[config.mk]
export PLATFORM = sky130hd
export DESIGN_NAME = fp_cvt_flat
export DESIGN_NICKNAME = d
export VERILOG_FILES = /design/src/rtl/fp_cvt_if.sv /design/src/rtl/fp_cvt.sv /design/src/flat_wrapper.sv
export SDC_FILE = /design/constraint.sdc
export NUM_CORES = 1
export LEC_CHECK = 0
export CORE_UTILIZATION = 25
export CTS_BUF_LIST = sky130_fd_sc_hd__clkbuf_8
export DETAILED_ROUTE_END_ITERATION = 7
export MAX_ROUTING_LAYER = met4
export PLACE_DENSITY_LB_ADDON = 0.1
export SETUP_SLACK_MARGIN = 0.5
export SYNTH_ARGS = -nofsm -noshare
export SYNTH_HDL_FRONTEND = slang
export SYNTH_SLANG_ARGS = --single-unit
[constraint.sdc]
create_clock -name clk_i -period 7.35 [get_ports clk_i]
set_input_delay 1.47 -clock clk_i [delete_from_list [all_inputs] [get_ports clk_i]]
set_output_delay 1.47 -clock clk_i [all_outputs]
set_load 0.02 [all_outputs]
[src/rtl/fp_cvt_if.sv]
// Request/result channel of the fp24 <-> int32 converter.
// The slave view belongs to the converter and the master view to whoever issues requests.
`timescale 1ns/1ps
interface fp_cvt_if #(
  parameter int TAG_W = 6
);
  logic             in_valid_i;
  logic             in_ready_o;
  logic [1:0]       op_i;
  logic [31:0]      data_i;
  logic [TAG_W-1:0] tag_i;
  logic             out_valid_o;
  logic             out_ready_i;
  logic [31:0]      result_o;
  logic [TAG_W-1:0] tag_o;
  logic             sat_o;
  logic             inexact_o;

  modport slave (
    input  in_valid_i, op_i, data_i, tag_i, out_ready_i,
    output in_ready_o, out_valid_o, result_o, tag_o, sat_o, inexact_o
  );

  modport master (
    output in_valid_i, op_i, data_i, tag_i, out_ready_i,
    input  in_ready_o, out_valid_o, result_o, tag_o, sat_o, inexact_o
  );
endinterface

[src/rtl/fp_cvt.sv]
// Pipelined converter between 32-bit integers and the fp24 format (1/8/15, bias 127).
// The request is latched, then decoded, normalised/shifted, and packed into the output register.
`timescale 1ns/1ps
module fp_cvt #(
  parameter int TAG_W = 6
) (
  input  logic   clk_i,
  input  logic   rst_ni,
  fp_cvt_if.slave bus
);

  logic             stall;

  logic             reqValid_q;
  logic [1:0]       reqOp_q;
  logic [31:0]      reqData_q;
  logic [TAG_W-1:0] reqTag_q;

  logic             decValid_q;
  logic [1:0]       decOp_q;
  logic [TAG_W-1:0] decTag_q;
  logic             decSign_q, decSign_d;
  logic [31:0]      decMag_q, decMag_d;
  logic [7:0]       decExp_q, decExp_d;

  logic             shfValid_q;
  logic [1:0]       shfOp_q;
  logic [TAG_W-1:0] shfTag_q;
  logic             shfSign_q;
  logic             shfZero_q, shfZero_d;
  logic [31:0]      shfMag_q, shfMag_d;
  logic signed [9:0] shfExp_q, shfExp_d;
  logic             shfInexact_q, shfInexact_d;

  logic             outValid_q;
  logic [TAG_W-1:0] outTag_q;
  logic [31:0]      outResult_q, outResult_d;
  logic             outSat_q, outSat_d;
  logic             outInexact_q, outInexact_d;

  logic [5:0]        lzCount;
  logic              lzFound;
  logic signed [9:0] unbiased;
  logic [3:0]        rShift;
  logic [4:0]        lShift;
  logic [15:0]       fpMant;

  // Every stage freezes together while the final result waits for the consumer.
  assign stall          = outValid_q & ~bus.out_ready_i;
  assign bus.in_ready_o = ~stall;

  assign bus.out_valid_o = outValid_q;
  assign bus.result_o    = outResult_q;
  assign bus.tag_o       = outTag_q;
  assign bus.sat_o       = outSat_q;
  assign bus.inexact_o   = outInexact_q;

  always_comb begin
    decSign_d = 1'b0;
    decMag_d  = '0;
    decExp_d  = '0;
    if (!reqOp_q[1]) begin
      decSign_d = (reqOp_q == 2'b00) & reqData_q[31];
      decMag_d  = decSign_d ? (~reqData_q + 32'd1) : reqData_q;
    end else begin
      decSign_d = reqData_q[23];
      decExp_d  = reqData_q[22:15];
      decMag_d  = {16'h0000, 1'b1, reqData_q[14:0]};
    end
  end

  always_comb begin
    shfZero_d    = 1'b0;
    shfMag_d     = '0;
    shfExp_d     = '0;
    shfInexact_d = 1'b0;
    lzCount      = '0;
    lzFound      = 1'b0;
    unbiased     = '0;
    rShift       = '0;
    lShift       = '0;
    fpMant       = decMag_q[15:0];
    if (!decOp_q[1]) begin
      for (int i = 31; i >= 0; i--) begin
        if (!lzFound && decMag_q[i]) begin
          lzCount = 6'(31 - i);
          lzFound = 1'b1;
        end
      end
      shfZero_d    = ~lzFound;
      shfMag_d     = decMag_q << lzCount;
      shfExp_d     = 10'sd158 - $signed({4'b0000, lzCount});
      shfInexact_d = |shfMag_d[15:0];
    end else begin
      unbiased  = $signed({2'b00, decExp_q}) - 10'sd127;
      shfZero_d = (decExp_q == 8'd0);
      shfExp_d  = unbiased;
      // Above 2^31 the magnitude no longer matters: the pack stage clamps.
      if (unbiased < 0) begin
        shfInexact_d = 1'b1;
      end else if (unbiased <= 15) begin
        rShift       = 4'(15 - unbiased);
        shfMag_d     = {16'h0000, fpMant >> rShift};
        shfInexact_d = |(fpMant & ~(16'hFFFF << rShift));
      end else if (unbiased <= 31) begin
        lShift   = 5'(unbiased - 15);
        shfMag_d = {16'h0000, fpMant} << lShift;
      end
    end
  end

  always_comb begin
    outResult_d  = '0;
    outSat_d     = 1'b0;
    outInexact_d = 1'b0;
    if (!shfZero_q) begin
      if (!shfOp_q[1]) begin
        outResult_d  = {8'h00, shfSign_q, shfExp_q[7:0], shfMag_q[30:16]};
        outInexact_d = shfInexact_q;
      end else if (shfExp_q < 0) begin
        outInexact_d = 1'b1;
      end else if (!shfOp_q[0]) begin
        if (shfExp_q >= 10'sd31) begin
          outResult_d = shfSign_q ? 32'h8000_0000 : 32'h7FFF_FFFF;
          outSat_d    = ~(shfSign_q && (shfExp_q == 10'sd31) && (shfMag_q == 32'h8000_0000));
        end else begin
          outResult_d  = shfSign_q ? (~shfMag_q + 32'd1) : shfMag_q;
          outInexact_d = shfInexact_q;
        end
      end else begin
        if (shfSign_q) begin
          outSat_d = 1'b1;
        end else if (shfExp_q >= 10'sd32) begin
          outResult_d = 32'hFFFF_FFFF;
          outSat_d    = 1'b1;
        end else begin
          outResult_d  = shfMag_q;
          outInexact_d = shfInexact_q;
        end
      end
    end
  end

  always_ff @(posedge clk_i or negedge rst_ni) begin
    if (!rst_ni) begin
      reqValid_q   <= 1'b0;
      reqOp_q      <= '0;
      reqData_q    <= '0;
      reqTag_q     <= '0;
      decValid_q   <= 1'b0;
      decOp_q      <= '0;
      decTag_q     <= '0;
      decSign_q    <= 1'b0;
      decMag_q     <= '0;
      decExp_q     <= '0;
      shfValid_q   <= 1'b0;
      shfOp_q      <= '0;
      shfTag_q     <= '0;
      shfSign_q    <= 1'b0;
      shfZero_q    <= 1'b0;
      shfMag_q     <= '0;
      shfExp_q     <= '0;
      shfInexact_q <= 1'b0;
      outValid_q   <= 1'b0;
      outTag_q     <= '0;
      outResult_q  <= '0;
      outSat_q     <= 1'b0;
      outInexact_q <= 1'b0;
    end else if (!stall) begin
      reqValid_q   <= bus.in_valid_i;
      reqOp_q      <= bus.op_i;
      reqData_q    <= bus.data_i;
      reqTag_q     <= bus.tag_i;
      decValid_q   <= reqValid_q;
      decOp_q      <= reqOp_q;
      decTag_q     <= reqTag_q;
      decSign_q    <= decSign_d;
      decMag_q     <= decMag_d;
      decExp_q     <= decExp_d;
      shfValid_q   <= decValid_q;
      shfOp_q      <= decOp_q;
      shfTag_q     <= decTag_q;
      shfSign_q    <= decSign_q;
      shfZero_q    <= shfZero_d;
      shfMag_q     <= shfMag_d;
      shfExp_q     <= shfExp_d;
      shfInexact_q <= shfInexact_d;
      outValid_q   <= shfValid_q;
      outTag_q     <= shfTag_q;
      outResult_q  <= outResult_d;
      outSat_q     <= outSat_d;
      outInexact_q <= outInexact_d;
    end
  end

endmodule

[src/flat_wrapper.sv]
// flat-port wrapper written by rule: the top's interface ports become plain ports
module fp_cvt_flat 
#(
  parameter int TAG_W = 6
)
  (clk_i, rst_ni, bus_in_valid_i, bus_op_i, bus_data_i, bus_tag_i, bus_out_ready_i, bus_in_ready_o, bus_out_valid_o, bus_result_o, bus_tag_o, bus_sat_o, bus_inexact_o);
  fp_cvt_if #(.TAG_W(TAG_W)) bus_i ();
  input  logic clk_i;
  input  logic rst_ni;
  input wire logic [$bits(bus_i.in_valid_i)-1:0] bus_in_valid_i;
  input wire logic [$bits(bus_i.op_i)-1:0] bus_op_i;
  input wire logic [$bits(bus_i.data_i)-1:0] bus_data_i;
  input wire logic [$bits(bus_i.tag_i)-1:0] bus_tag_i;
  input wire logic [$bits(bus_i.out_ready_i)-1:0] bus_out_ready_i;
  output wire logic [$bits(bus_i.in_ready_o)-1:0] bus_in_ready_o;
  output wire logic [$bits(bus_i.out_valid_o)-1:0] bus_out_valid_o;
  output wire logic [$bits(bus_i.result_o)-1:0] bus_result_o;
  output wire logic [$bits(bus_i.tag_o)-1:0] bus_tag_o;
  output wire logic [$bits(bus_i.sat_o)-1:0] bus_sat_o;
  output wire logic [$bits(bus_i.inexact_o)-1:0] bus_inexact_o;
  assign bus_i.in_valid_i = bus_in_valid_i;
  assign bus_i.op_i = bus_op_i;
  assign bus_i.data_i = bus_data_i;
  assign bus_i.tag_i = bus_tag_i;
  assign bus_i.out_ready_i = bus_out_ready_i;
  assign bus_in_ready_o = bus_i.in_ready_o;
  assign bus_out_valid_o = bus_i.out_valid_o;
  assign bus_result_o = bus_i.result_o;
  assign bus_tag_o = bus_i.tag_o;
  assign bus_sat_o = bus_i.sat_o;
  assign bus_inexact_o = bus_i.inexact_o;
  fp_cvt #(.TAG_W(TAG_W)) u_core (.clk_i(clk_i), .rst_ni(rst_ni), .bus(bus_i));
endmodule
# Word-level counts from Yosys, hierarchy flattened
# Index checks and enable logic that the tools add are counted.
dict set report totals {
  reg_bits 186
  input_bits 44
  output_inout_bits 42
  wordCells 251
}
dict set report classes {
  add_sub_neg 6
  magnitude_cmp 6
  n_eq_ne 2
  n_shift 4
  muxes 132
  n_bitwise 10
  n_reduce_logical 68
}
# operator n
set ops {}
lappend ops {{$mux 32} 15}
lappend ops {{$mux 1} 84}
lappend ops {{$mux 5} 16}
lappend ops {{$add 32x1->32 const B} 2}
lappend ops {{$not 32->32} 2}
lappend ops {{$logic_and 1x1->1} 33}
lappend ops {{$eq 32x32->1 const B} 1}
lappend ops {{$mux 4} 8}
lappend ops {{$reduce_or 16->1} 2}
lappend ops {{$shl 16x5->32} 1}
lappend ops {{$shl 32x6->32} 1}
lappend ops {{$logic_not 1->1} 31}
lappend ops {{$and 16x16->16} 1}
lappend ops {{$not 16->16} 1}
lappend ops {{$shl 16x4->16 const A} 1}
lappend ops {{$shr 16x4->16} 1}
lappend ops {{$mux 3} 4}
lappend ops {{$eq 10x6->1 const B} 1}
lappend ops {{$ge 10x6->1 const B} 1}
lappend ops {{$ge 10x7->1 const B} 1}
lappend ops {{$lt 10x1->1 const B} 1}
lappend ops {{$mux 10} 1}
lappend ops {{$le 9x5->1 const B} 1}
lappend ops {{$le 9x6->1 const B} 1}
lappend ops {{other kinds (12)} 17}

# Depth between registers and ports, before layout
# Gate-level depths: netlist (run 1).
dict set report depth {
  depth_word 129
  ltp_mapped 16
  depth_no_buf 14
}

# Worst setup path before layout (run 1)
# No wires, ideal clock.
dict set report synth_timing {
  kind {input -> output}
  from {in bus_out_ready_i}
  to {out bus_in_ready_o}
  t_arrival_ps 2407
  required_time_ps 5880
  slack_ps 3473
  stages 5
  n_path_buf 3
  cell_sequence {nor2b_1 > clkbuf_1 > inv_1 > clkbuf_1 > clkbuf_1}
}
dict set report synth_via {
  elab_chain_len 3
}
# item line_no
set synth_rtl {}
lappend synth_rtl {{start: declaration} flat_wrapper.sv:14} ;# input wire logic [$bits(bus_i.out_ready_i)-1:0] bus_out_ready_i;
lappend synth_rtl {{$not 1->1} fp_cvt.sv:49} ;# assign stall = outValid_q & ~bus.out_ready_i;
lappend synth_rtl {{$and 1x1->1} fp_cvt.sv:49}
lappend synth_rtl {{$not 1->1} fp_cvt.sv:50} ;# assign bus.in_ready_o = ~stall;
lappend synth_rtl {{end: declaration} flat_wrapper.sv:15} ;# output wire logic [$bits(bus_i.in_ready_o)-1:0] bus_in_ready_o;
# Every way passes these cells.

# Worst setup path in the final report (run 1)
dict set report layout_timing {
  from {reg u_core.decExp_q[0]}
  to {reg u_core.shfMag_q[10]}
}
dict set report layout_via {
  elab_chain_len 7
  elab_cells_between_ends 12
  classes_between {add/sub (3); order compare (3); shift (2); mux (4)}
}
# item line_no
set layout_rtl {}
lappend layout_rtl {{start: declaration} fp_cvt.sv:24} ;# logic [7:0] decExp_q, decExp_d;
lappend layout_rtl {{start signal: assignment} fp_cvt.sv:179} ;# decExp_q <= decExp_d;
lappend layout_rtl {{$sub 8x7->9 (*)} fp_cvt.sv:95} ;# unbiased = $signed({2'b00, decExp_q}) - 10'sd127;
lappend layout_rtl {{$sub 5x5->5} fp_cvt.sv:106} ;# lShift = 5'(unbiased - 15);
lappend layout_rtl {{$shl 16x5->32} fp_cvt.sv:107} ;# shfMag_d = {16'h0000, fpMant} << lShift;
lappend layout_rtl {{$mux 32} fp_cvt.sv:105} ;# end else if (unbiased <= 31) begin
lappend layout_rtl {{$mux 32} fp_cvt.sv:101} ;# end else if (unbiased <= 15) begin
lappend layout_rtl {{$mux 32 (*)} fp_cvt.sv:99} ;# if (unbiased < 0) begin
lappend layout_rtl {{$mux 32 (*)} fp_cvt.sv:83} ;# if (!decOp_q[1]) begin
lappend layout_rtl {{end signal: assignment} fp_cvt.sv:185} ;# shfMag_q <= shfMag_d;
lappend layout_rtl {{end: declaration} fp_cvt.sv:31} ;# logic [31:0] shfMag_q, shfMag_d;
# Mark *: on every way between the ends. The rest lies on a longest branch, timed or not.
# A chain may end at the register's enable or synchronous reset.

==> results of run 1 <==
-- per-layer routing --
metal  up-vias  share of wire, %
met5         -                 0
met4         0               3.5
met3        82               4.3
met2       435                45
met1      6512                47
li1       6361                 -
-- how the worst min path moves through the flow --
stage / startpoint / endpoint / slack (ns) / cells past startpoint
after CTS: u_core.shfValid_q / u_core.shfValid_q / 0.48 / 2
final: u_core.reqTag_q[2] / u_core.decTag_q[2] / 0.47 / 2
after floorplan: u_core.shfValid_q / u_core.shfValid_q / 0.43 / 2
after global placement: u_core.decTag_q[1] / u_core.decTag_q[1] / 0.45 / 2
after detailed placement: u_core.shfValid_q / u_core.shfValid_q / 0.45 / 2
after global routing: u_core.shfValid_q / u_core.shfValid_q / 0.51 / 2
-- kinds of logic (layout without fill, tap and decap cells) --
kind of cell	count (synthesis)	count (layout)	synth area share (%)
other	0	1	0
buffers and inverters	178	190	5.15
xor gates and xnor gates	43	43	2.80
AOI/OAI and AO/OA	517	517	25.0
DFF	185	185	34.4
and+or+nand+nor	737	737	24.0
muxes	100	100	7.83
adders and majority gates	9	9	0.837
-- metrics by stage --
stage	cell area (sq um)	cells	setup slack, ns	hold slack (ns)
floorplan	13500	1769	3.47	0.430
global placement	14900	2437	2.18	0.452
finish	15300	2470	2.16	0.470
CTS	15300	2469	2.25	0.480
global route	15300	2470	1.69	0.507
detailed placement	14900	2437	2.30	0.451
-- area by class of cell --
| class | instances | area, sq um |
|---|---|---|
| Fill cell | 5775 | 37600 |
| Multi-Input combinational cell | 1406 | 8150 |
| Sequential cell | 185 | 4630 |
| Timing Repair Buffer | 113 | 1090 |
| Tap cell | 688 | 861 |
| Clock buffer | 17 | 234 |
| Inverter | 45 | 171 |
| Clock inverter | 15 | 156 |
| Antenna cell | 1 | 2.50 |
-- cells in the mapped netlist (23+ instances only) --
| cell | n | share of area, % |
|---|---|---|
| sky130_fd_sc_hd__a21oi_1 | 122 | 4.5 |
| sky130_fd_sc_hd__a22o_1 | 31 | 2.0 |
| sky130_fd_sc_hd__a31oi_1 | 27 | 1.3 |
| sky130_fd_sc_hd__clkbuf_1 | 108 | 3.0 |
| sky130_fd_sc_hd__dfrtp_1 | 185 | 34 |
| sky130_fd_sc_hd__inv_1 | 39 | 1.1 |
| sky130_fd_sc_hd__mux2i_1 | 76 | 5.7 |
| sky130_fd_sc_hd__nand2_1 | 386 | 11 |
| sky130_fd_sc_hd__nand3_1 | 43 | 1.6 |
| sky130_fd_sc_hd__nor2_1 | 145 | 4.0 |
| sky130_fd_sc_hd__nor3_1 | 53 | 2.0 |
| sky130_fd_sc_hd__o21ai_0 | 135 | 5.0 |
| sky130_fd_sc_hd__o22ai_1 | 28 | 1.3 |
| sky130_fd_sc_hd__xnor2_1 | 23 | 1.5 |
-- worst max-delay path, cell delays in order (launching register included) --
cell                       delay (ns)
sky130_fd_sc_hd__dfrtp_1         0.34
sky130_fd_sc_hd__buf_4           0.32
sky130_fd_sc_hd__clkinv_1        0.70
sky130_fd_sc_hd__ha_1            0.78
sky130_fd_sc_hd__nor2b_1         0.45
sky130_fd_sc_hd__nand3_1         0.20
sky130_fd_sc_hd__and3_1          0.30
sky130_fd_sc_hd__nor2_1          0.49
sky130_fd_sc_hd__nand2_1         0.60
sky130_fd_sc_hd__nor2_1          0.34
sky130_fd_sc_hd__a32oi_1         0.13
sky130_fd_sc_hd__o221a_2         0.36
sky130_fd_sc_hd__nor2_1          0.09
-- sequential cells by signal, indices dropped and copies added, names as in the netlist, 2 cells and up --
signal and cells:
u_core.bus.result_o 32, u_core.bus.tag_o 6, u_core.decOp_q 2, u_core.decMag_q 32, u_core.shfExp_q 9, u_core.decExp_q 8, u_core.reqData_q 32, u_core.shfMag_q 32
u_core.reqTag_q 6, u_core.shfOp_q 2, u_core.shfTag_q 6, u_core.decTag_q 6, u_core.reqOp_q 2
-- cell usage in the layout, fill, tap and decap left out, types with 15 or more instances in the layout --
cell                              instances
sky130_fd_sc_hd__o211ai_1                16
sky130_fd_sc_hd__o21ai_0                135
sky130_fd_sc_hd__a22o_1                  31
sky130_fd_sc_hd__a31oi_1                 27
sky130_fd_sc_hd__or3_1                   15
sky130_fd_sc_hd__xor2_1                  20
sky130_fd_sc_hd__a21oi_1                122
sky130_fd_sc_hd__nand2_1                386
sky130_fd_sc_hd__clkbuf_8                18
sky130_fd_sc_hd__dfrtp_1                184
sky130_fd_sc_hd__buf_4                   26
sky130_fd_sc_hd__mux2i_1                 76
sky130_fd_sc_hd__inv_1                   38
sky130_fd_sc_hd__mux2_2                  22
sky130_fd_sc_hd__a221oi_1                18
sky130_fd_sc_hd__xnor2_1                 23
sky130_fd_sc_hd__clkdlybuf4s50_1         84
sky130_fd_sc_hd__o22ai_1                 28
sky130_fd_sc_hd__nor2_1                 145
sky130_fd_sc_hd__a211oi_1                17
sky130_fd_sc_hd__nand3_1                 43
sky130_fd_sc_hd__nor2b_1                 17
sky130_fd_sc_hd__nor3_1                  53
==> summary by stage, run 1 <==
STA
The number of failing hold endpoints at the final stage was 0. The time the final worst path needs with I/O delays and setup is 5.19 ns. The max-slew violation count is 0. At the pin with the least slew margin, the transition time is between 1 and 1.5 ns. On the final layout, the worst clock skew is ~0.023 ns. Setup repair after global routing left no endpoint under its margin. Setup violations remaining at the end of the flow were counted as 0. Based on the critical path, the design can be clocked at up to 0.193 GHz. Adding up every negative setup slack in the final design gives 0 ns. The worst pin sits at a relative slew slack of between 15 and 20%. Of the available clock period, the critical path in the final layout requires ~71%.

Logic synthesis
The register bit total from synthesis is about 190. Summing the sequential cell areas from Yosys gives 34.4% of the chip area. The main flop type after synthesis is sky130_fd_sc_hd__dfrtp_1. For this run, asynchronously set or reset flops after synthesis account for 100%. In this run the cell area of the synthesized design comes to between 10000 and 15000 sq um. The number of enable flip-flop cells after synthesis is 0. Counting every instance in the synthesized netlist gives around 1800. For this run, the number of Yosys warnings is 0. The post-synth net total is 1822. The distinct cell type count of the synthesized netlist is 75. The mean instance size in the synthesized netlist is 7.61 sq um.

CTS
The worst-skew pair later-pin latency is 0.57 ns. Clock tree synthesis selected as its root buffer the cell sky130_fd_sc_hd__clkbuf_8. In this run the deepest clock path goes through 2 buffers. In this run the number of H-tree levels came out at 4. Buffers inserted to repair hold after CTS numbered 0. The number of gates resized after CTS was 0.

The clock net sink count is roughly 190. The number of setup buffers added after CTS is 0. TritonCTS built the clock tree. The number of buffers added by the clock tree synthesis step is 17. The clock-pin transition on the worst setup and hold timing paths is about 0.12 ns.

Placement
The count of buffers added on input and output ports is 85. Summed over all nets, the half-perimeter wirelength after detailed placement is slightly below 40 mm. At the end of routability-driven placement, the weighted congestion stood at a little over 0.9.

Min path
The tightest min-delay check is of the flop to flop type.

Critical path
The largest fanout on the critical path is 34. The arrival time of the worst setup path is ~5.7 ns. In this run the critical register-to-register path is captured at u_core.shfMag_q[10]. The nature of the critical path startpoint is a flop. At the worst endpoint, the required time is 7.84 ns.

By startpoint and endpoint, the worst setup path is classified as flop to flop. The minimum setup slack among reg-to-reg paths is 2.16 ns. Tracing the worst setup path back leads to its startpoint at u_core.decExp_q[0].

The worst register-to-register path has a depth of 12. The kind of end point of the critical path is a flop. The source of the worst register-to-register timing path is u_core.decExp_q[0]. The most critical setup path has its endpoint at u_core.shfMag_q[10].

Floorplan
The height of the chip is 234 microns. The width of the chip is roughly 230 microns. The area of the placeable core is around 53000 sq um. The initial core utilization is 25.5%. The floorplan die area is 54800 sq um. Pin placement for this block handled 86 I/O pins. The initialized floorplan defines 84 standard-cell rows.

Detailed routing
Dividing the detail-routed via count by the number of cells gives 5.42. The final antenna-violating net count is 0. The number of optimization iterations in the first detailed-route pass is 8. The wire length per cell is about 22 microns.

For this block, the routed nets add up to approximately 53 mm of wire. Across all layers, the routed design uses 13400 vias. The starting DRC count in detailed routing is 1213. The DRC violation count after routing is 1.

Global routing
The largest net degree at the start of global routing is roughly 150. In this run the most used layer during global routing was met2. For this run, global-route usage on met3 was measured as 2.77%. The number of antenna violations at the first check in global routing came to 1. The first global-routing pass estimated just over 80 mm of wire. Global routing used 20.6% of the available tracks across all layers.

The via count of the first global-routing pass came to ~13000. Global routing consumed, on the met2 layer, roughly 30% of the routing resources. Global routing used around 28% of the available met1 tracks. After global routing the overflow that remains totals 0.

Run status
The run finished, with violations left. The final reports fail on DRC.

Finish
The final-stage net count is roughly 1800. Measured on the finished design, the core utilization comes to approximately 29%. Compared with the post-synthesis result, the final layout area differs by 13.6%.

The fraction of layout cells with a size suffix above 1 is under 10%.

Run
The tool flagged a number of max-cap violations equal to 0.
Power of run 1 is left out: the tool's default activity adds up to more than one toggle a clock period on the data nets, which glitch-free logic cannot reach.
==> run 2, diff against run 1 <==
- clock period: 7.35 -> 4.8 ns (I/O delays scaled with it)
==> run 2 against run 1 <==
The run still ends with DRC left. First-iteration DRC count decreased by 15%. Maximum frequency grew 28%. Wire length up 3.0%. Worst setup slack worse by 1.4 ns. Critical endpoint is now u_core.shfMag_q[29]. Largest cell class unchanged. Highest routed layer unchanged.
==> summary by stage, run 2 (synthesized netlist as in run 1, its figures left out) <==
Floorplan
The width of the chip is 234 microns (unchanged). The height of the chip is 234 microns (unchanged). The number of standard-cell rows in the floorplan is 84 (unchanged). The initial core utilization is 25.5% (unchanged).

The top-level port count is 86 (unchanged). The area of the placeable core is 52900 sq um (unchanged). The floorplan die area is 54800 sq um (unchanged).

CTS
The number of buffers added by the clock tree synthesis step was 17 (unchanged). The number of buffers between clock root and the deepest sink came to 2 (unchanged). TritonCTS built the clock tree. The maximum level of the CTS H-tree came to 4 (unchanged). The total setup buffers inserted after CTS was 0 (unchanged). The clock net sink count is 185 (unchanged). The post-CTS resize count is 1 (+1).

The root buffer selected by CTS is sky130_fd_sc_hd__clkbuf_8. The number of hold buffers added after cts was 0 (unchanged). The worst-skew pair later-pin latency is 0.57 ns (about the same). The clock-pin transition on the worst setup and hold timing paths was 0.10 ns (-0.02 ns).

Finish
The fraction of layout cells with a size suffix above 1 is 8.43% (+1.9 points). The layout filler cell count is 5759 (-0.28%). Relative to the synthesized area, the layout overhead comes to 15.9%.

The final-stage net count is 1855 (+1.9%). The final design area excluding fillers was 15600 sq um (+1.9%). The number of standard cells in the layout, taps in and fillers out is 2504 (+1.4%). In the layout the commonest cells are sky130_fd_sc_hd__nand2_1 (386), sky130_fd_sc_hd__dfrtp_1 (184), sky130_fd_sc_hd__nor2_1 (145), sky130_fd_sc_hd__o21ai_0 (135), sky130_fd_sc_hd__a21oi_1 (122). Leaving out fill and tap cells, the most frequent cell in the layout is sky130_fd_sc_hd__nand2_1.

Global routing
The total routing resource utilization after global routing was 21.1% (+0.50 points). The via count of the first global-routing pass came to 13000 (+1.2%). The global routing met3 resource utilization is 3.25% (+0.47 points). The aggregate global routing overflow is 0 (unchanged). The global-route track usage on met1 is 27.5% (-0.54 points). The largest net degree at the start of global routing is 146 (-0.68%). In this run the most used layer during global routing was met2. The met2 capacity usage during global routing is 32.8% (+2.0 points).

The global-route wire length before repair is 83.5 mm (+1.1%). The number of antenna violations at the first check in global routing is 1 (unchanged).

Critical path
The critical path in this run is classified as flop to flop. The largest fanout on the critical path is 15 (-56%). The critical path data required time is 5.22 ns (-2.62 ns).

The nature of the critical path startpoint is a flop. The arrival time of the worst setup path came to 4.47 ns (-1.22 ns). The stage delay of the slowest cell on the critical path is 0.60 ns (-0.18 ns).

The slowest cell on the critical path is sky130_fd_sc_hd__nor4_2. The signal on the critical path passes through nor4_2 -> and4_1 -> o21ai_0 -> a21oi_2 -> nor2_1 -> clkinv_1 -> buf_4 -> mux2i_1 -> mux2i_1 -> a221oi_1 -> o21ai_0 -> a21oi_1 -> o22ai_1. The worst setup path is captured at a flop.

STA
The actual transition at the worst max-transition pin came to 1.14 ns (-0.103 ns). The time the final worst path needs with I/O delays and setup is 4.05 ns (-1.14 ns). The final critical-path setup slack is 0.747 ns (-1.41 ns).

The fmax is 0.247 GHz (+28%). The worst clock skew on the final layout is 0.0205 ns (-0.00283 ns). The count of final setup violators is 0 (unchanged). The number of failing hold endpoints at the final stage is 0 (unchanged).

Setup repair after global routing left no endpoint under its margin. The setup TNS after final layout is 0 ns (unchanged). The ratio of final minimum period to clock period was 84.4% (+14 points). The relative max-transition margin is 23.7% (+7.0 points). The max-slew violation count was 0 (unchanged).

Detailed routing
The DRC violation count after routing came to 1 (unchanged). The mean number of vias per cell is 5.33 (-1.8%). The number of optimization iterations in the first detailed-route pass is 8 (unchanged). The total vias in the final route is 13300 (-0.40%). The total detailed-routing wirelength is 55.1 mm (+3.0%). The starting DRC count in detailed routing is 1033 (-15%). The final antenna-violating net count is 0 (unchanged).

The wire length per cell is 22.0 microns (+1.6%).

Run status
The final reports fail on DRC. The flow ran to the end, but the final reports show violations.

Placement
The placer's final routability congestion estimate is 0.929 (+0.56%). The worst slack at placement is 0.443 ns (-1.86 ns). The total placed cells including tap cells is 2471 (+1.4%). The standard cell area after detailed placement came to 15200 sq um (+1.8%). The sum of net half-perimeters after detailed placement is 41.3 mm (+6.0%). The number of buffers added on ports was 85 (unchanged).

Run
The max-capacitance violation count is 0 (unchanged).

Min path
The path class of the lowest-slack min-delay path is primary input to asynchronous set/reset pin.
==> run 2: cell count changes in the layout (fill, tap and decap cells not counted), sizes merged <==
cell and change:
inv +1, bufinv +2, buf +34, clkinv -3
==> run 2: path summary, 6_finish.rpt <==
check,start,endpoint,slack (ns),cells past startpoint
hold reg to reg,u_core.reqTag_q[3],u_core.reqTag_q[3],0.48,2
max in group asynchronous,rst_ni,u_core.decExp_q[2],3.42,2
hold / removal,rst_ni,u_core.shfMag_q[1],0.47,1
setup reg to reg,u_core.decMag_q[11],u_core.shfMag_q[29],0.75,13
setup / recovery,u_core.decMag_q[11],u_core.shfMag_q[29],0.75,13
min in group clk_i,u_core.reqTag_q[3],u_core.reqTag_q[3],0.48,2
==> run 2: cell type report <==
| cell class | instances | area [sq um] | share of cell area (%) |
|---|---|---|---|
| sequential | 185 | 4630 | 29.7 |
| tap | 688 | 861 | 5.52 |
| multi-input combinational | 1406 | 8170 | 52.4 |
| clock inverter | 15 | 165 | 1.06 |
| clock buffer | 17 | 234 | 1.50 |
| timing repair buffer | 147 | 1360 | 8.71 |
| antenna | 1 | 2.50 | 0.0160 |
| inverter | 45 | 171 | 1.10 |
==> run 2: critical path: cells and delay by family, from the launching register on <==
family                 cells  cell delay (ns)
buffers and inverters      2             0.37
AND/OR/NAND/NOR            3             1.05
AO/OA/AOI/OAI              6             1.49
multiplexers               2             0.43
flip-flops                 1             0.56
==> run 2: metal layers <==
layer | share of wire, % | wire length (microns) | up-vias
met3 | 3.9 | 2130 | 75
met2 | 47 | 25700 | 327
met4 | 3.3 | 1810 | 0
met1 | 46 | 25500 | 6515
met5 | 0 | 0 | -
li1 | - | - | 6419
==> run 2: per-stage QoR <==
step           hold slack (ns)  util, %
2_1_floorplan            0.430        -
3_3_place_gp             0.445     28.7
3_5_place_dp             0.455     28.7
4_1_cts                  0.472     29.5
5_1_grt                  0.505     29.5
6_report                 0.469     29.5
Power of run 2 is left out for the same reason.
==> run 3, diff against run 2 <==
- clock period: 4.8 -> 3.3 ns (I/O delays scaled with it)
==> run 3 against run 2 <==
The run ends with DRC, setup timing left. Die area unchanged. Non-clock buffer count increased by 275. Critical endpoint is now u_core.decMag_q[29]. Clock skew shrank 0.0025 ns. Sequential share of layout area fell by 6.4 points. Clock-buffer cell count up 2. First-iteration DRC count is 12% higher. Wire length grew 6.2%.
==> summary by stage, run 3 (synthesized netlist as in run 1, its figures left out) <==
Finish
The number of diodes is 0 (-1). The final design area excluding fillers came to 19900 sq um (+28%). The top cell types in the final layout, fill and taps aside, are sky130_fd_sc_hd__nand2_1 (369), sky130_fd_sc_hd__buf_4 (262), sky130_fd_sc_hd__dfrtp_1 (177), sky130_fd_sc_hd__nor2_1 (126), sky130_fd_sc_hd__o21ai_0 (94).

The final-stage net count was 2131 (+15%). The fraction of layout cells with a size suffix above 1 was 31.8% (+23 points). The library cell used most frequently in the layout, excluding fill and tap cells, is sky130_fd_sc_hd__nand2_1.

The growth of design area from synthesis to finish is 48.0%.

Global routing
The aggregate global routing overflow was 0 (unchanged). The total routing resource utilization after global routing was 22.2% (+1.1 points). The largest net degree at the start of global routing is 112 (-23%). The via count of the first global-routing pass is 14100 (+8.7%). The global-route wire length before repair is 88.3 mm (+5.8%).

The number of antenna violations at the first check in global routing is 0 (-1).

Floorplan
The initial core utilization is 25.5% (unchanged). The area of the placeable core is 52900 sq um (unchanged). The top-level port count was 86 (unchanged). The floorplan die area is 54800 sq um (unchanged). The height of the chip is 234 microns (unchanged). The width of the chip is 234 microns (unchanged). The number of standard-cell rows in the floorplan is 84 (unchanged).

Min path
The path class of the lowest-slack min-delay path is flop to flop. The worst hold path was traced through 2 stages. The startpoint of the most critical hold path is u_core.shfValid_q.

The path with the worst hold slack has its endpoint at u_core.shfValid_q.

Critical path
Broken down by cell family, the worst path's largest delay share belongs to simple AND/OR/NAND/NOR gates. The minimum setup slack among reg-to-reg paths is -0.08 ns (-0.82 ns). On the critical path, the stage with the largest delay is an instance of sky130_fd_sc_hd__or4_4.

The nature of the critical path startpoint is a flop. The endpoint of the most critical register-to-register path is u_core.decMag_q[29]. The worst setup path is captured at a flop. The arrival time of the worst setup path is 3.83 ns (-0.64 ns).

The cell depth of the worst flop-to-flop path was 10 (-3). The critical path data required time is 3.75 ns (-1.47 ns). The stage delay of the slowest cell on the critical path was 0.44 ns (-0.16 ns). The combined buffer and inverter count along the critical path is 0 (-2). The largest fanout on the critical path is 4 (-11). The source of the worst register-to-register timing path is u_core.reqData_q[2].

The most repeated library cell on the critical path is sky130_fd_sc_hd__or3_4. The type of the worst setup path is flop to flop. Walking the worst path, the cells encountered are or3_1 -> or3_1 -> or3_4 -> or4_4 -> or3_4 -> or3_4 -> o41ai_4 -> a21oi_1 -> o21ai_1 -> o21ai_1.

Placement
The sum of net half-perimeters after detailed placement is 43.7 mm (+5.7%). The standard cell area after detailed placement is 17000 sq um (+12%). The worst slack at placement is -0.392 ns (-0.835 ns). The number of buffers added on ports is 85 (unchanged).

The placer's final routability congestion estimate is 0.937 (+0.88%).

STA
The ratio of final minimum period to clock period is 102% (+18 points). The final critical-path setup slack was -0.0756 ns (-0.822 ns). The count of final setup violators came to 5 (+5). The relative max-transition margin is 43.2% (+20 points).

The max-slew violation count is 0 (unchanged). The fmax is 0.296 GHz (+20%). The number of failing hold endpoints at the final stage is 0 (unchanged). The time the final worst path needs with I/O delays and setup was 3.38 ns (-0.678 ns). The actual transition at the worst max-transition pin is 0.848 ns (-0.292 ns). The worst clock skew on the final layout came to 0.0180 ns (-0.00251 ns). Setup repair after global routing could not meet its margin everywhere.

CTS
The number of buffers between clock root and the deepest sink is 2 (unchanged). The maximum level of the CTS H-tree is 4 (unchanged). The number of buffers added by the clock tree synthesis step is 17 (unchanged). The clock net sink count is 185 (unchanged).

The root buffer selected by CTS is sky130_fd_sc_hd__clkbuf_8. The TritonCTS clock tree is built. The clock-pin transition on the worst setup and hold timing paths is 0.10 ns (about the same).

The worst-skew pair later-pin latency is 0.56 ns (about the same).

Detailed routing
The final antenna-violating net count was 0 (unchanged). The detailed-routing wirelength on met1 is 26.8 mm (+5.0%). The mean number of vias per cell was 5.19 (-2.5%). The starting DRC count in detailed routing is 1159 (+12%). The total detailed-routing wirelength came to 58.5 mm (+6.2%). The routed wire length on met2 is 27.5 mm (+7.2%). The total vias in the final route is 14400 (+8.2%). The met3 wire length is 2.18 mm (+2.2%). The highest layer touched by signal routing is met4. The DRC violation count after routing is 4 (+3). The number of optimization iterations in the first detailed-route pass was 8 (unchanged). The wire length per cell came to 21.1 microns (-4.3%).

Run
The max-capacitance violation count is 0 (unchanged).

Run status
The checks that failed: DRC, setup timing. The flow ran to the end, but the final reports show violations.
## run 3: cell count changes in the layout (fill, tap and decap cells not counted), sizes merged
cell	before	now
buf	62	334
clkbuf	18	21
clkinvlp	4	1
inv	48	46
bufbuf	0	1
bufinv	2	3
clkinv	6	7
diode	1	0
dlygate4sd3	0	1
or2	6	7
## run 3: cell type report
class / instances / area (sq um)
well taps: 688 / 861
fillers: 5524 / 32900
clock inverters: 12 / 151
clock buffers: 19 / 262
inverters: 45 / 181
flip-flops and latches: 185 / 4640
multi-input cells: 1407 / 9950
repair buffers: 422 / 3880
## run 3: stage by stage
stage                     cells  hold WS, ns  setup TNS [ns]  utilization (%)
final                      2778        0.465          -0.123             37.7
after global routing       2778        0.496           -1.54             37.7
after CTS                  2749        0.472          -0.208             36.1
after detailed placement   2675        0.448           -1.75             32.2
after global placement     2675        0.446           -1.58             32.2
after floorplan            1769        0.364               0                -
## run 3: worst max-delay path by stage
stage | end | slack, ns | depth (start not counted) | start
2_1_floorplan | u_core.decMag_q[29] | 0.05 | 10 | u_core.reqData_q[2]
3_3_place_gp | u_core.shfMag_q[25] | -0.40 | 10 | u_core.decMag_q[28]
3_5_place_dp | u_core.shfMag_q[25] | -0.39 | 10 | u_core.decMag_q[31]
4_1_cts | u_core.decMag_q[29] | -0.11 | 10 | u_core.reqData_q[2]
5_1_grt | u_core.decMag_q[29] | -0.19 | 10 | u_core.reqData_q[2]
6_report | u_core.decMag_q[29] | -0.08 | 10 | u_core.reqData_q[2]
## run 3: tightest hold or removal path, delay by kind of cell, from the launching register on
kind | cells | cell delay, ns
flops | 1 | 0.35
simple gates | 2 | 0.10
## run 3: timing repair
action,CTS,global route
pin swaps,72,62
setup endpoints to repair,71,74
gates cloned,6,2
endpoints found under the hold margin,5,0
hold buffers,1,0
gates resized for setup,262,141
setup buffers,36,27
## run 3: layer usage
| metal | global-route usage [%] | up-vias |
|---|---|---|
| li1 | - | 6959 |
| met4 | 8.34 | 0 |
| met1 | 28.8 | 7014 |
| met3 | 3.20 | 85 |
| met5 | - | - |
| met2 | 34.9 | 369 |
Power of run 3 is left out for the same reason.
